**config.mk**
```make
export PLATFORM = sky130hd
export DESIGN_NAME = midi_rx_sequencer
export DESIGN_NICKNAME = d
export VERILOG_FILES = /design/src/rtl/midi_pkg.sv /design/src/rtl/midi_byte_classify.sv /design/src/rtl/midi_rx_sequencer.sv
export SDC_FILE = /design/constraint.sdc
export NUM_CORES = 1
export LEC_CHECK = 0
export ABC_AREA = 1
export CELL_PAD_IN_SITES_DETAIL_PLACEMENT = 1
export CELL_PAD_IN_SITES_GLOBAL_PLACEMENT = 1
export CORE_ASPECT_RATIO = 0.75
export CORE_MARGIN = 2
export CORE_UTILIZATION = 36
export CTS_CLUSTER_SIZE = 10
export DETAILED_ROUTE_END_ITERATION = 7
export GPL_ROUTABILITY_DRIVEN = 0
export PLACE_DENSITY = 0.8
export SKIP_LAST_GASP = 1
export SLEW_MARGIN = 0
export SYNTH_ARGS = -nofsm -noshare
export SYNTH_HDL_FRONTEND = slang
export SYNTH_SLANG_ARGS = --single-unit
```
**constraint.sdc**
```tcl
create_clock -name clk -period 1.09 [get_ports clk]
set_input_delay 0.218 -clock clk [delete_from_list [all_inputs] [get_ports clk]]
set_output_delay 0.218 -clock clk [all_outputs]
set_load 0.01 [all_outputs]
```
**src/rtl/midi_pkg.sv**
```systemverilog
// Shared MIDI definitions: message type codes, status byte ranges and the
// receive sequencer state encoding.
package midi_pkg;

  typedef enum logic [2:0] {
    MIDI_NOTE_OFF   = 3'd0,
    MIDI_NOTE_ON    = 3'd1,
    MIDI_POLY_AT    = 3'd2,
    MIDI_CC         = 3'd3,
    MIDI_PROGRAM    = 3'd4,
    MIDI_CHAN_AT    = 3'd5,
    MIDI_PITCH_BEND = 3'd6
  } midi_type_t;

  localparam logic [7:0] MIDI_RT_MIN  = 8'hF8;
  localparam logic [7:0] MIDI_SYS_MIN = 8'hF0;

  typedef enum logic [1:0] {
    ST_WAIT  = 2'd0,
    ST_POP   = 2'd1,
    ST_PARSE = 2'd2,
    ST_EMIT  = 2'd3
  } rx_state_t;

  // Program change and channel aftertouch carry one data byte, all others two.
  function automatic logic [1:0] midi_nbytes(input midi_type_t msg_type);
    return (msg_type == MIDI_PROGRAM || msg_type == MIDI_CHAN_AT) ? 2'd1 : 2'd2;
  endfunction

endpackage

```
**src/rtl/midi_byte_classify.sv**
```systemverilog
// Combinational classification of a single MIDI byte; shared with the
// MIDI-thru path.
module midi_byte_classify
  import midi_pkg::*;
(
  input  logic [7:0] data_byte,
  output logic       is_status,
  output logic       is_realtime,
  output logic       is_system,
  output logic [1:0] nbytes
);

  // nbytes is only meaningful for channel-voice status bytes; 0 otherwise.
  always_comb begin
    is_status   = data_byte[7];
    is_realtime = (data_byte >= MIDI_RT_MIN);
    is_system   = (data_byte >= MIDI_SYS_MIN) && !is_realtime;
    nbytes      = 2'd0;
    if (is_status && (data_byte < MIDI_SYS_MIN))
      nbytes = midi_nbytes(midi_type_t'(data_byte[6:4]));
  end

endmodule

```
**src/rtl/midi_rx_sequencer.sv**
```systemverilog
// Pops bytes from the UART receive buffer and parses them into complete
// channel-voice messages, presented over a valid/ready handshake.
module midi_rx_sequencer
  import midi_pkg::*;
#(
  parameter bit         OMNI           = 1'b1,
  parameter logic [3:0] LISTEN_CHANNEL = 4'd0
) (
  input  logic       clk,
  input  logic       resetn,
  input  logic       uart_valid,
  input  logic [7:0] uart_data,
  output logic       uart_re,
  output logic       msg_valid,
  input  logic       msg_ready,
  output logic [2:0] msg_type,
  output logic [3:0] msg_channel,
  output logic [6:0] msg_data1,
  output logic [6:0] msg_data2
);

  rx_state_t  state, state_nxt;
  logic [7:0] byte_q;
  logic [7:0] rs;
  logic       rs_valid;
  logic       rs_two;
  logic       idx;
  logic [6:0] d1;

  logic       cls_status, cls_realtime, cls_system;
  logic [1:0] cls_nbytes;

  logic       complete, accept;
  logic [2:0] out_type;
  logic [6:0] out_d1, out_d2;

  midi_byte_classify u_classify (
    .data_byte   (byte_q),
    .is_status   (cls_status),
    .is_realtime (cls_realtime),
    .is_system   (cls_system),
    .nbytes      (cls_nbytes)
  );

  always_ff @(posedge clk or negedge resetn) begin
    if (!resetn) state <= ST_WAIT;
    else         state <= state_nxt;
  end

  always_comb begin
    state_nxt = state;
    case (state)
      ST_WAIT:  if (uart_valid) state_nxt = ST_POP;
      ST_POP:   state_nxt = ST_PARSE;
      ST_PARSE: state_nxt = accept ? ST_EMIT : ST_WAIT;
      ST_EMIT:  if (msg_ready) state_nxt = ST_WAIT;
      default:  state_nxt = ST_WAIT;
    endcase
  end

  always_comb begin
    uart_re   = (state == ST_POP);
    msg_valid = (state == ST_EMIT);
  end

  // Message completion for the byte held in byte_q, evaluated against the
  // current running status; only acted upon in PARSE.
  always_comb begin
    complete = 1'b0;
    out_d1   = d1;
    out_d2   = 7'd0;
    if (!cls_status && rs_valid) begin
      if (!rs_two) begin
        complete = 1'b1;
        out_d1   = byte_q[6:0];
      end else if (idx) begin
        complete = 1'b1;
        out_d2   = byte_q[6:0];
      end
    end
    out_type = rs[6:4];
    if (rs[6:4] == MIDI_NOTE_ON && out_d2 == 7'd0)
      out_type = MIDI_NOTE_OFF;
    accept = complete && (OMNI || rs[3:0] == LISTEN_CHANNEL);
  end

  always_ff @(posedge clk or negedge resetn) begin
    if (!resetn) begin
      byte_q   <= 8'd0;
      rs       <= 8'd0;
      rs_valid <= 1'b0;
      rs_two   <= 1'b0;
      idx      <= 1'b0;
      d1       <= 7'd0;
    end else begin
      if (state == ST_WAIT && uart_valid)
        byte_q <= uart_data;
      if (state == ST_PARSE) begin
        if (cls_realtime) begin
          rs_valid <= rs_valid;
        end else if (cls_system) begin
          rs_valid <= 1'b0;
          idx      <= 1'b0;
        end else if (cls_status) begin
          rs       <= byte_q;
          rs_valid <= 1'b1;
          rs_two   <= (cls_nbytes == 2'd2);
          idx      <= 1'b0;
        end else if (rs_valid && rs_two) begin
          if (!idx) begin
            d1  <= byte_q[6:0];
            idx <= 1'b1;
          end else begin
            idx <= 1'b0;
          end
        end
      end
    end
  end

  // Fields only change in PARSE, so they stay put for the whole of EMIT.
  always_ff @(posedge clk or negedge resetn) begin
    if (!resetn) begin
      msg_type    <= 3'd0;
      msg_channel <= 4'd0;
      msg_data1   <= 7'd0;
      msg_data2   <= 7'd0;
    end else if (state == ST_PARSE && accept) begin
      msg_type    <= out_type;
      msg_channel <= rs[3:0];
      msg_data1   <= out_d1;
      msg_data2   <= out_d2;
    end
  end

endmodule

```
==> summary.md <==
| Metric | Value |
|---|---|
| Detailed Routing Iterations Pass 1 | `4` |
| CP most frequent cell | `buf_6` |
| H-tree depth | `2` |
| Pin slew with the least headroom to its limit | `0.269 ns` |
| Status | `finished, violations left` |
| DR vias | `2003` |
| Final setup fails | `50` |
| Port bufs | `34` |
| Mapped Area | `2100 um2` |
| Clock root buffer master | `clkbuf_8` |
| Max-capacitance violation count | `0` |
| Leakage power | `1.72 nW` |
| Unrepaired setup endpoints after global routing | `yes` |
| R2R setup slack | `-0.38 ns` |
| Placed Area | `2740 um2` |
| Crit path kind | `flop to flop` |
| Largest cells by area after synthesis | `dfrtp_1 (57%), nand2_1 (14%), inv_1 (3.4%), o21ai_0 (3.1%), nor2_1 (3.0%)` |
| Vias in the first global route | `2170` |
| CP startpoint kind | `flop` |
| Worst Clk Skew | `0.00439 ns` |
| Via density | `4.81` |
| WL final | `6.97 mm` |
| Filler cells | `658` |
| Initial antenna violation count | `0` |
| Relative slew slack | `82.1%` |
| Footprint of the multi-input gates | `965 um2` |
| Cell Pwr Density | `2630 nW/um2` |
| TritonCTS clock tree | `yes` |
| Global Route Usage Sum | `22.4%` |
| Clock latency on the worst-skew pair | `0.30 ns` |
| Net Count, Synth | `245` |
| Final slew viol count | `0` |
| I/O pin count | `35` |
| CP peak stage delay | `0.39 ns` |
| CP max-delay cell | `dfrtp_1` |
| # DRC | `0` |
| Violated checks | `setup timing` |
| Reg2reg start | `state[0]$_DFFE_PN0P_` |
| Final worst slack | `-0.381 ns` |
| Layout Cells excl Fill | `416` |
| Avg Inst Size Synth | `9.01 um2` |
| Fmax | `680 MHz` |
| Synth-to-layout area growth | `57.4%` |
| Initial Utilization | `36.8%` |
| CP endpoint kind | `flop` |
| Reg2reg end | `rs[5]$_DFFE_PN0P_` |
| Total power | `8.68 mW` |
| Cell area after layout | `3300 um2` |
| CTS clk-pin slew, worst paths | `0.09 ns` |
| Synth area leader | `dfrtp_1` |
| Synthesis-stage register bit count | `48` |
| WHS | `0.421 ns` |
| WP data arrival | `1.68 ns` |
| Final period utilization | `135%` |
| Die width | `92.2 um` |
| Clock Sinks | `48` |
| Bufs on Longest Clock Path | `2` |
| Dpl cells | `369` |
| WP data required | `1.30 ns` |
| N_diodes | `0` |
| Post-synth cell types | `22` |
| First-pass GRT wire length | `11.1 mm` |
| Routed Antenna Nets | `0` |
| Post-synth top area share | `57.2%` |
| Largest net degree at the start of global routing | `49` |
| Drt wl/cell | `16.8 um` |
| Final nets | `349` |
| Crit path cell chain | `buf_6 -> buf_6 -> nor2_8 -> buf_4 -> buf_6 -> nand3_4 -> o21ai_0` |
| Worst Hold Class | `primary input to async pin` |
| DR iter-0 viols | `47` |
| Worst-case vdd ir drop | `1.16 mV` |
| Syn Inst Count | `233` |
| Delay-heaviest family, CP | `buffers and inverters` |
| Row cnt | `24` |
| R2R depth | `7` |
| Post-detail-place hpwl | `3.93 mm` |
| Minimum clock period | `1.47 ns` |
| Ys Warns | `0` |
| Sequential share of the synthesized area | `57.2%` |
| Layout Utilization | `57.9%` |
| Crit path max fanout | `8` |
| Num CTS Buffers | `5` |
| Grt total ovfl | `0` |
| Layout cells sized above 1 | `46.2%` |
| Die span in y | `70.1 um` |
| Final hold violation count | `0` |
| FF+latch area | `1200 um2` |
| Bufs and invs on worst path | `4` |
| Die area | `6460 um2` |
| Area of the core | `5710 um2` |
worst reg2reg max path: cells and delay by family (launching register included):
kind | cells | cell delay (ns)
AO/OA/AOI/OAI | 1 | 0.21
buffers and inverters | 4 | 0.51
flip-flops | 1 | 0.39
AND/OR/NAND/NOR | 2 | 0.28
cell usage in the layout, fill, tap and decap left out, types with 3 or more instances in the layout:
cell	count
nand3_1	7
o21ai_1	17
dfrtp_1	48
o21ai_0	3
nand2_2	25
clkdlybuf4s50_1	10
nand3_4	4
nor2_4	9
buf_4	52
nor2_1	6
buf_12	3
a21oi_2	4
clkbuf_8	6
inv_1	18
buf_6	11
o211ai_1	8
nand2_1	56
buf_2	23
o21ai_2	3
a21oi_1	4
state kept, by name, summed over array words and instances (netlist names):
signal       cells
idx              1
d1               7
byte_q           8
state            2
msg_data1        7
msg_type         3
rs               7
msg_data2        7
rs_two           1
rs_valid         1
msg_channel      4
cell families after synthesis:
kind of cell	count (synthesis)	synth area share (%)
DFF	48	57.2
AOI/OAI and AO/OA	41	11.4
buffers and inverters	31	7.63
and+or+nand+nor	113	23.7
stage by stage:
stage / worst slack [ns] / TNS (ns)
floorplan: -0.0982 / -1.62
global placement: -0.222 / -7.48
detailed placement: -0.257 / -9.84
CTS: -0.346 / -12.90
global route: -0.455 / -18.92
finish: -0.381 / -15.62
worst max path at each step:
stage	startpoint	end	slack [ns]	depth (start not counted)
after floorplan	state[1]$_DFFE_PN0P_	msg_data2[0]$_DFFE_PN0P_	-0.1	8
after global placement	state[0]$_DFFE_PN0P_	uart_re	-0.22	3
after detailed placement	state[0]$_DFFE_PN0P_	uart_re	-0.26	3
after CTS	state[1]$_DFFE_PN0P_	uart_re	-0.35	3
after global routing	state[0]$_DFFE_PN0P_	msg_data1[4]$_DFFE_PN0P_	-0.46	9
final	state[0]$_DFFE_PN0P_	rs[5]$_DFFE_PN0P_	-0.38	7
synthesized netlist by cell type (all sizes together):
cell and instances:
o31ai 1, o211ai 8, nand4 2, dfrtp 48
nand3b 1, buf 9, a21oi 8, nor2 19
inv 22, nand3 9, o21ai 24, nand2 82
layer usage:
layer	GRT usage (%)	vias to the layer above	share of wire [%]
met4	6.47	0	1.7
li1	-	950	-
met1	27.7	998	42
met3	4.53	8	3.5
met2	39.8	47	52
met5	0	-	0
power by group:
| part | switching (mW) | internal [mW] | leakage [nW] | total, mW |
|---|---|---|---|---|
| Clock | 0.578 | 0.519 | 0.0455 | 1.10 |
| Combinational | 2.47 | 2.12 | 1.06 | 4.59 |
| Sequential | 0.538 | 2.46 | 0.615 | 3.00 |
| Total | 3.59 | 5.10 | 1.72 | 8.68 |
repair_timing:
| item | 4_1_cts | 5_1_grt |
|---|---|---|
| buffers inserted | 26 | 6 |
| pin swaps | 4 | 11 |
| hold endpoints to repair | 48 | 0 |
| setup endpoints to repair | 71 | 51 |
| resized for setup | 124 | 55 |
| hold buffers | 1 | 0 |
| gates cloned | 5 | 1 |
cell type report:
type,count,share of cell area (%)
clock buffers,8,2.73
well taps,78,2.96
inverters,22,2.80
multi-input cells,156,29.2
flip-flops and latches,48,36.4
repair inverters,3,0.872
repair buffers,101,25.0
No activity file was read; power rests on OpenSTA's default activity.
